**config.mk**
```make
export PLATFORM = sky130hd
export DESIGN_NAME = cla_pipe_adder
export DESIGN_NICKNAME = d
export VERILOG_FILES = /design/src/rtl/cla_pipe_adder.sv
export SDC_FILE = /design/constraint.sdc
export NUM_CORES = 1
export LEC_CHECK = 0
export ABC_AREA = 1
export CORE_ASPECT_RATIO = 0.9
export CORE_UTILIZATION = 50
export DETAILED_ROUTE_END_ITERATION = 12
export MAX_ROUTING_LAYER = met4
export PLACE_DENSITY = 0.8
export SYNTH_ARGS = -nofsm -noshare
export SYNTH_HDL_FRONTEND = slang
export SYNTH_SLANG_ARGS = --single-unit
```
**constraint.sdc**
```tcl
create_clock -name clk -period 4.5 [get_ports clk]
set_input_delay 0.675 -clock clk [delete_from_list [all_inputs] [get_ports clk]]
set_output_delay 0.675 -clock clk [all_outputs]
set_load 0.005 [all_outputs]
```
**src/rtl/cla_pipe_adder.sv**
```systemverilog
// Two-stage pipelined carry-lookahead adder with valid/ready handshaking.
//   Stage 1 registers per-bit propagate/generate and the carry in.
//   Stage 2 forms group P/G, looks ahead across groups from cin, ripples inside
//   each group only, and registers sum/cout/ovf/zero into the output register.
// Ports:
//   clk, rst_n            clock, asynchronous active-low reset
//   in_valid, in_ready    input handshake (in_ready is combinational)
//   a, b, cin             operands and carry in
//   out_valid, out_ready  output handshake
//   sum, cout, ovf, zero  registered result: a+b+cin mod 2^WIDTH, carry out,
//                         signed overflow, sum-is-zero flag
module cla_pipe_adder #(
    parameter int unsigned WIDTH = 16,
    parameter int unsigned GROUP = 4
) (
    input  logic             clk,
    input  logic             rst_n,
    input  logic             in_valid,
    output logic             in_ready,
    input  logic [WIDTH-1:0] a,
    input  logic [WIDTH-1:0] b,
    input  logic             cin,
    output logic             out_valid,
    input  logic             out_ready,
    output logic [WIDTH-1:0] sum,
    output logic             cout,
    output logic             ovf,
    output logic             zero
);

    localparam int unsigned NG = WIDTH / GROUP;

    // Stage-1 registers
    logic             s1_valid;
    logic [WIDTH-1:0] s1_p;
    logic [WIDTH-1:0] s1_g;
    logic             s1_cin;

    // Handshake control
    logic advance;

    assign advance  = !out_valid || out_ready;
    assign in_ready = !s1_valid || advance;

    // Stage-2 combinational lookahead
    logic [NG-1:0]    grp_p_c;
    logic [NG-1:0]    grp_g_c;
    logic [NG:0]      grp_c_c;
    logic [WIDTH-1:0] sum_c;
    logic             c_msb_c;
    logic             cout_c;
    logic             ovf_c;
    logic             zero_c;
    logic             acc_p_c;
    logic             acc_g_c;
    logic             la_c;
    logic             term_c;
    logic             rc_c;

    // Group propagate/generate: P = AND of p, G folded from the group's low bit up
    always_comb begin
        grp_p_c = '0;
        grp_g_c = '0;
        acc_p_c = 1'b0;
        acc_g_c = 1'b0;
        for (int unsigned k = 0; k < NG; k++) begin
            acc_p_c = 1'b1;
            acc_g_c = 1'b0;
            for (int unsigned j = 0; j < GROUP; j++) begin
                acc_g_c = s1_g[k*GROUP+j] | (s1_p[k*GROUP+j] & acc_g_c);
                acc_p_c = acc_p_c & s1_p[k*GROUP+j];
            end
            grp_p_c[k] = acc_p_c;
            grp_g_c[k] = acc_g_c;
        end
    end

    // Inter-group carries as flat sum-of-products of group G/P and cin
    always_comb begin
        grp_c_c    = '0;
        grp_c_c[0] = s1_cin;
        la_c       = 1'b0;
        term_c     = 1'b0;
        for (int unsigned k = 0; k < NG; k++) begin
            la_c = s1_cin;
            for (int unsigned j = 0; j <= k; j++) begin
                la_c = la_c & grp_p_c[j];
            end
            for (int unsigned j = 0; j <= k; j++) begin
                term_c = grp_g_c[j];
                for (int unsigned m = j + 1; m <= k; m++) begin
                    term_c = term_c & grp_p_c[m];
                end
                la_c = la_c | term_c;
            end
            grp_c_c[k+1] = la_c;
        end
    end

    // Per-bit carries ripple only within a group, seeded by that group's carry
    always_comb begin
        sum_c   = '0;
        c_msb_c = 1'b0;
        rc_c    = 1'b0;
        for (int unsigned k = 0; k < NG; k++) begin
            rc_c = grp_c_c[k];
            for (int unsigned j = 0; j < GROUP; j++) begin
                sum_c[k*GROUP+j] = s1_p[k*GROUP+j] ^ rc_c;
                if (k*GROUP + j == WIDTH - 1) begin
                    c_msb_c = rc_c;
                end
                rc_c = s1_g[k*GROUP+j] | (s1_p[k*GROUP+j] & rc_c);
            end
        end
    end

    assign cout_c = grp_c_c[NG];
    assign ovf_c  = grp_c_c[NG] ^ c_msb_c;
    assign zero_c = (sum_c == '0);

    // Stage-1 register: capture p/g/cin on an accepted transfer
    always_ff @(posedge clk or negedge rst_n) begin
        if (!rst_n) begin
            s1_valid <= 1'b0;
            s1_p     <= '0;
            s1_g     <= '0;
            s1_cin   <= 1'b0;
        end else if (in_ready) begin
            s1_valid <= in_valid;
            if (in_valid) begin
                s1_p   <= a ^ b;
                s1_g   <= a & b;
                s1_cin <= cin;
            end
        end
    end

    // Output register: advances when empty or being taken
    always_ff @(posedge clk or negedge rst_n) begin
        if (!rst_n) begin
            out_valid <= 1'b0;
            sum       <= '0;
            cout      <= 1'b0;
            ovf       <= 1'b0;
            zero      <= 1'b0;
        end else if (advance) begin
            out_valid <= s1_valid;
            if (s1_valid) begin
                sum  <= sum_c;
                cout <= cout_c;
                ovf  <= ovf_c;
                zero <= zero_c;
            end
        end
    end

endmodule

```
Word-level counts from Yosys, hierarchy flattened
Cells that the tools add are included.
{"block": "totals", "regBits": 54, "latch_bits": 0, "mem_bits_rw": 0, "romBits": 0, "out_inout_bits": 21, "elab_cells": 115, "n_memories": 0}
{"block": "classes", "addsub": 0, "n_mul": 0, "div": 0, "order_cmp": 0, "n_eq_ne": 0, "shifts": 0, "n_mux": 0, "bitwise": 99, "n_reduce_logical": 7}
{"cell": "$and 1x1->1", "count": 46}
{"cell": "$or 1x1->1", "count": 34}
{"cell": "$xor 1x1->1", "count": 17}
{"cell": "$and 16x16->16", "count": 1}
{"cell": "$logic_not 16->1", "count": 1}
{"cell": "$xor 16x16->16", "count": 1}
{"cell": "$reduce_and 2->1", "count": 2}
{"cell": "$logic_not 1->1", "count": 2}
{"cell": "$logic_or 1x1->1", "count": 2}

Longest topological paths before layout
Gate-level depths: netlist of the first run.
{"block": "logic_depth", "depth_word": 19, "ltp_mapped": 17, "ltp_nobuf": 17}

Worst setup path after synthesis of the first run
OpenSTA, ideal clock, no wires.
{"block": "synth_path", "kind": "reg2reg", "from": "register s1_p[7]", "to": "register zero", "setup_time_ps": 83, "arrival_time_ps": 2498, "setup_slack_ps": 1920, "path_stages_with_launch": 16, "synth_period_minus_slack_ps": 2580, "cell_sequence": "dfrtp_1 > a21oi_1 > nand2_1 > nor2_1 > nand2_1 > and2_1 > ha_1 > or2_2 > ha_1 > or2_2 > ha_1 > inv_1 > nand3_1 > nor3_1 > nand3_1 > o21ai_0"}
{"block": "synth_via", "word_cells_on_any_way": 35, "classes_between": "bitwise (34); reduce/logical (1)"}
{"item": "start: declaration", "line": "35", "source": "logic [WIDTH-1:0] s1_p;"}
{"item": "start signal: assignment", "line": "131", "source": "s1_p <= a ^ b;"}
{"item": "$and 1x1->1", "line": "71", "source": "acc_p_c = acc_p_c & s1_p[k*GROUP+j];"}
{"item": "$and 1x1->1 (on tied branches) (2 in series)", "line": "87, 92"}
{"item": "$or 1x1->1", "line": "94", "source": "la_c = la_c | term_c;"}
{"item": "$or 1x1->1 * (2 in series)", "line": "94"}
{"item": "$and 1x1->1 *", "line": "112", "source": "rc_c = s1_g[k*GROUP+j] | (s1_p[k*GROUP+j] & rc_c);"}
{"item": "$or 1x1->1 *", "line": "112"}
{"item": "$and 1x1->1 *", "line": "112"}
{"item": "$or 1x1->1 *", "line": "112"}
{"item": "$xor 1x1->1 *", "line": "108", "source": "sum_c[k*GROUP+j] = s1_p[k*GROUP+j] ^ rc_c;"}
{"item": "net sum_c[14]", "line": "49", "source": "logic [WIDTH-1:0] sum_c;"}
{"item": "$logic_not 16->1 *", "line": "119", "source": "assign zero_c = (sum_c == '0);"}
{"item": "end signal: assignment", "line": "152", "source": "zero <= zero_c;"}
{"item": "end: declaration", "line": "28", "source": "output logic zero"}
Mark *: on every way through the listed nets, which the timed path passes. The rest lies on a longest branch.
A chain may end at the register's enable or synchronous reset.

Final worst setup path of the first run
{"block": "layout_path", "from": "register s1_p[10]", "to": "register zero"}
{"block": "layout_via", "word_cells_on_any_way": 27, "classes_between": "bitwise (26); reduce/logical (1)"}
{"item": "$and 1x1->1 (2 in series)", "line": "71"}
{"item": "$and 1x1->1 (on tied branches)", "line": "87, 92"}
{"item": "$or 1x1->1 (2 in series)", "line": "94"}
{"item": "$or 1x1->1 *", "line": "94"}
{"item": "$and 1x1->1 *", "line": "112"}
{"item": "$or 1x1->1 *", "line": "112"}
{"item": "$and 1x1->1 *", "line": "112"}
{"item": "$or 1x1->1 *", "line": "112"}
{"item": "$xor 1x1->1 *", "line": "108"}
{"item": "net sum_c[14]", "line": "49"}
{"item": "$logic_not 16->1 *", "line": "119"}
Marked as above.

==> results of run 1 <==
[cells in the mapped netlist]
cell / n
a21boi_0: 1
a21oi_1: 12
a21oi_4: 1
a31oi_2: 1
and2_1: 1
buf_12: 3
buf_2: 3
clkbuf_8: 1
dfrtp_1: 54
ha_1: 28
inv_1: 28
mux2_2: 14
mux2_4: 10
nand2_1: 46
nand2_4: 1
nand3_1: 10
nand3_2: 1
nand4_1: 5
nor2_1: 18
nor3_1: 1
o211ai_1: 1
o21ai_0: 16
or2_2: 8
xnor2_1: 1
xor2_1: 3
[layout make-up]
cell class | instances | area [um2]
Clock buffer | 6 | 82.6
Multi-Input combinational cell | 179 | 1280
Sequential cell | 54 | 1350
Tap cell | 67 | 83.8
Fill cell | 411 | 1810
Clock inverter | 2 | 60.1
Inverter | 28 | 105
Timing Repair Buffer | 58 | 573
[placed cells by master (no fill, tap or decap), drive strengths merged]
cell and n:
o21ai 16, a31oi 1, nand3 11, a21oi 13, or2 8, mux2 24, clkbuf 6, bufinv 2
clkdlybuf4s50 56, nor2 18, xnor2 1, nor3 1, xor2 3, and2 1, o211ai 1, inv 28
buf 2, ha 28, dfrtp 54, nand2 47, nand4 5, a21boi 1
[kinds of logic after synthesis]
kind of cell,Yosys count
muxes,24
buffers and inverters,35
AOI/OAI and AO/OA,32
xor gates and xnor gates,4
adders and majority gates,28
DFF,54
and+or+nand+nor,91
[final timing paths]
check,from,end
hold reg to reg,sum[3],sum[3]
hold / removal,rst_n,sum[0]
min in group clk,sum[3],sum[3]
max in group asynchronous,rst_n,sum[15]
setup reg to reg,s1_p[10],zero
setup / recovery,s1_p[10],zero
[state kept, by name, indices dropped and copies added (netlist names)]
register and flops:
s1_g 16, out_valid 1, sum 16, s1_valid 1, s1_cin 1, zero 1, ovf 1, cout 1
s1_p 16
[stage by stage]
stage               instances  setup slack, ps  area (um2)  total power [W]
finish                    394             1710        3540          0.00165
global route              394             1380        3540          0.00177
CTS                       394             1700        3540          0.00166
detailed placement        386             1710        3390          0.00127
global placement          386             1820        3390          0.00124
floorplan                 268             1920        2830         0.000992
[power by group through the flow]
stage                     logic [W]  clock network (W)  registers [W]
final                      0.000548           0.000391       0.000708
after global routing       0.000625           0.000419       0.000723
after CTS                  0.000555           0.000396       0.000707
after detailed placement   0.000551                  0       0.000716
after global placement     0.000536                  0       0.000708
after floorplan            0.000293                  0       0.000699
[layer usage]
metal	vias up	global-route usage, %
li1	996	-
met3	11	4.10
met1	956	28.5
met4	0	6.35
met2	58	32.1
met5	-	-
==> reports/qor.csv, run 1 <==
metric,value,unit
outcome,finished clean,
swShare,29.7,%
drt_iter0_drc,65,
wl_per_cell,13.7,um
synth_area_leader_cell,dfrtp_1,
initial_utilization,52.8,%
setup_viol,0,
first_pass_iters,5,
syn_nets,333,
cp.required,4720,ps
post_cts_buffers,0,
synth_top_area_share,47.8,%
rows,25,
finalClockSkew,6.02,ps
grt_pass1_vias,1943,
path_clk_slew,90,ps
track_usage,21.0,%
finalSetupTns,0,ps
grt_pass1_wl,8980,um
intPower,0.00116,W
power_density,466,nW/um2
power_leakage,1.73,nW
synthTopCellsByArea,"dfrtp_1 (48%), ha_1 (12%), nand2_1 (6.1%)",
min_period,2790,ps
hold_viol,0,
die_height,73.3,um
crit_cells,17,
clk_path_buf_depth,2,
critical_path_arrival,3010,ps
cts_tree,done,
highest_layer,met4,
m1WireLength,2520,um
die_w,81.3,um
cts_htree_levels,2,
path_delay_family,simple AND/OR/NAND/NOR gates,
drc,0,
finalMaxSlewViolations,0,
comb_power_share,33.3,%
clockPowerShare,23.7,%
port_buffers,57,
fmax,359,MHz
r2r_cells,17,
hold_buffers,0,
num_vias,2021,
reg2reg_slack,1710,ps
switchingPower,0.000489,W
synth_area_per_cell,10.5,um2
syn_area,2830,um2
seqPwrFrac,43.0,%
area_growth,25.1,%
viasPerCell,5.13,
tightest_slew,876,ps
met2_length,2550,um
synth_compound_area_share,6.51,%
critPathMostFrequentCell,nand2_1,
max_slew_margin,41.5,%
synth_warnings,0,
wl_met3,259,um
critPathMaxStageDelay,440,ps
ir_drop,260,uV
grt_max_degree,55,
synth_seq_cells,54,
grt-ovfl-total,0,
crit_slowest_cell,dfrtp_1,
drive_gt1_share,14.1,%
synth_fa_ha_area_share,12.4,%
worstPathCellList,nand2_1 > nand2_1 > nand2_1 > nand3_1 > nor2_1 > nand2_1 > and2_1 > ha_1 > or2_2 > ha_1 > or2_2 > ha_1 > inv_1 > nand3_1 > nor3_1 > nand3_1 > o21ai_0,
criticalPathCategory,reg -> reg,
diodes,0,
synthMuxAreaShare,10.9,%
synth_seq_area_share,47.8,%
core_region_area,5350,um2
yosysUniqueCellTypes,25,
cp_max_fo,5,
drt_wl_total,5410,um
hp-class,in -> async,
synth_xor_xnor_area_share,1.24,%
dpl.hpwl,4030,um
final_util,66.1,%
synth_top_family_by_area,simple AND/OR/NAND/NOR gates,
crit_path_end_kind,flop,
postSynthCellCount,268,
ioPinCount,58,
drtAntennaViolNets,0,
die-area,5960,um2
startpoint_type,flop,
period_share,62.0,%
cts_root_buffer,clkbuf_8,
routabilityCongestion,0.789,
whs,474,ps
clk_latency,310,ps
nets,391,
crit_buf_inv,1,
cap_violations,0,
yosys.area_share.simple,14.3,%
cts_made_buffers,5,
cts_resized,0,
cts.sinks,54,
antenna_found_initial,0,
rsz0062_at_grt,false,
(Power assumes the default switching activity.)
==> run 2: changes to the inputs <==
--- a/config.mk
+++ b/config.mk
@@ -7,10 +7,10 @@
 export LEC_CHECK = 0
 export ABC_AREA = 1
 export CORE_ASPECT_RATIO = 0.9
-export CORE_UTILIZATION = 50
+export CORE_UTILIZATION = 46
 export DETAILED_ROUTE_END_ITERATION = 12
 export MAX_ROUTING_LAYER = met4
-export PLACE_DENSITY = 0.8
+export PLACE_DENSITY = 0.78
 export SYNTH_ARGS = -nofsm -noshare
 export SYNTH_HDL_FRONTEND = slang
 export SYNTH_SLANG_ARGS = --single-unit
==> constraint.sdc (replaced) <==
create_clock -name clk -period 2.54 [get_ports clk]
set_input_delay 0.381 -clock clk [delete_from_list [all_inputs] [get_ports clk]]
set_output_delay 0.381 -clock clk [all_outputs]
set_load 0.005 [all_outputs]
==> run 2 against run 1 <==
Net effect:
- the flow now finishes with violations (design-rule violations, negative setup slack)
- cell count rose by 11%
- hold slack got worse by 360 ps
- clock skew rose by 5.1 ps
- first-iteration DRC count grew to 3.1 times the previous value
- worst setup slack got worse by 1800 ps
- sequential share of layout area fell by 3.9 points
- via count up 11%
- utilization up 2.0 points
- clock power rose by 28%
- clock-buffer cell count is 1 higher
- fmax is 5.3% higher
- combinational power is 140% higher
==> reports/qor.csv, run 2 (synthesis results as in run 1) <==
metric,value,unit,change
hp-class,in -> async,,
tightest_slew,736,ps,-140 ps
finalPower,0.00305,W,+85%
place_inst,416,,+7.8%
antenna_found_initial,0,,unchanged
postPlaceCellArea,3620,um2,+6.6%
cts_htree_levels,2,,unchanged
grt_pass1_wl,10900,um,+22%
hold_buffers,0,,unchanged
min_period,2650,ps,-142 ps
wl_met3,360,um,+39%
clk_latency,320,ps,about the same
dpl.hpwl,4400,um,+9.1%
clk_path_buf_depth,2,,unchanged
drt_iter0_drc,199,,+210%
drtAntennaViolNets,0,,unchanged
drive_gt1_share,30.0,%,+16 points
worst_slack,-107,ps,-1820 ps
die_w,84.6,um,+4.2%
hold_viol,0,,unchanged
routabilityCongestion,0.820,,+3.9%
max_slew_margin,50.9,%,+9.4 points
track_usage,22.1,%,+1.1 points
failed_checks,"design-rule violations, negative setup slack",,
reg.largest.list,"s1_g x16, s1_p x16, sum x16",,
finalMaxSlewViolations,0,,unchanged
setup_viol,2,,+2
rsz0062_at_grt,true,,
r2r_cells,15,,-2
layoutNonFillerInstCount,437,,+11%
critical_path_arrival,2840,ps,-170 ps
seq_area,1350,um2,about the same
design_area,3940,um2,+11%
finalSetupTns,-204,ps,-204 ps
critPathLaunch,s1_p[2],,
criticalPathCategory,reg -> reg,,
final_common_cell,clkdlybuf4s50_1,,
initial_utilization,48.8,%,-4.0 points
cp.required,2730,ps,-1990 ps
ir_drop,393,uV,+51%
outcome,"finished, violations left",,
cts_made_buffers,5,,unchanged
post-place-ws,-181,ps,-1890 ps
startpoint_type,flop,,
highest_layer,met4,,
num_vias,2234,,+11%
power_leakage,1.92,nW,+11%
multi_input_area,1420,um2,+11%
core_region_area,5790,um2,+8.3%
first_pass_iters,11,,+6
met2_length,3330,um,+30%
finalClockSkew,11.1,ps,+5.05 ps
grt-ovfl-total,0,,unchanged
cts_tree,done,,
reg2reg_slack,-110,ps,-1820 ps
fillers,414,,+0.73%
fmax,378,MHz,+5.3%
power_density,774,nW/um2,+66%
layout_common_cells,"clkdlybuf4s50_1 (56), dfrtp_1 (53), nand2_1 (43), buf_4 (40), inv_1 (26)",,
r2r-end,sum[11],,
cts_root_buffer,clkbuf_8,,
cp_max_fo,4,,-1
period_share,104,%,+42 points
port_buffers,57,,unchanged
area_growth,39.5,%,
drc,3,,+3
rows,26,,+4.0%
nets,431,,+10%
grt_pass1_vias,2290,,+18%
cts.sinks,54,,unchanged
cap_violations,0,,unchanged
m1WireLength,2730,um,+8.3%
die_height,76.4,um,+4.1%
die-area,6460,um2,+8.5%
grt_max_degree,40,,-27%
diodes,0,,unchanged
path_clk_slew,100,ps,about the same
crit_path_end_kind,flop,,
wl_per_cell,14.8,um,+8.0%
ioPinCount,58,,unchanged
viasPerCell,5.11,,-0.34%
r2r-start,s1_p[2],,
drt_wl_total,6480,um,+20%
[run 2: stage by stage]
step	utilization, %	hold slack [ps]
2_1_floorplan	-	85.4
3_3_place_gp	62.5	470
3_5_place_dp	62.5	476
4_1_cts	66.5	140
5_1_grt	68.1	161
6_report	68.1	115
[run 2: layout make-up]
cell class / count / share of cell area (%)
timing repair buffer: 98 / 22.5
sequential: 54 / 34.3
clock buffer: 7 / 2.19
inverter: 28 / 2.67
tap: 70 / 2.22
clock inverter: 1 / 0.127
multi-input combinational: 179 / 36.0
[run 2: worst max path at each step]
stage               slack (ps)  endpoint  depth (start not counted)
floorplan                   20      zero                         17
global placement           -90      zero                         16
detailed placement        -180      zero                         16
CTS                        -40      zero                         17
global route              -270      zero                         15
finish                    -110   sum[11]                         15
[run 2: critical path: stages, from the launching register on]
cell     delay (ps)
dfrtp_1         430
nand2_1         100
nand3_2          70
inv_2            70
nand2_2          50
nand3_2          80
nand3_2          90
ha_4            160
or2_2           270
ha_2            160
or2_2           270
ha_2            170
nor2_1          120
xor2_1          260
buf_4           160
o21ai_0          60
[run 2: report_power, final]
part	switching, W	total (W)	internal, W
Combinational	0.000552	0.00130	0.000748
Clock	0.000280	0.000501	0.000221
Sequential	0.000165	0.00125	0.00108
Total	0.000997	0.00305	0.00205
[run 2: timing repair]
action,4_1_cts,5_1_grt
setup endpoints to repair,3,6
gates resized for setup,14,20
cloned,0,0
pin swaps,8,10
setup buffers,13,3
[run 2: layer usage]
metal	GRT usage, %	up-vias
met4	5.76	0
li1	-	1075
met5	-	-
met1	28.5	1081
met2	35.6	70
met3	4.77	8
==> run 3: changes to the inputs <==
--- a/config.mk
+++ b/config.mk
@@ -8,6 +8,7 @@
 export ABC_AREA = 1
 export CORE_ASPECT_RATIO = 0.9
 export CORE_UTILIZATION = 46
+export CTS_CLUSTER_SIZE = 24
 export DETAILED_ROUTE_END_ITERATION = 12
 export MAX_ROUTING_LAYER = met4
 export PLACE_DENSITY = 0.78
==> results of run 3 <==
The final DEF is identical to that of run 2; final timing and power are the same.
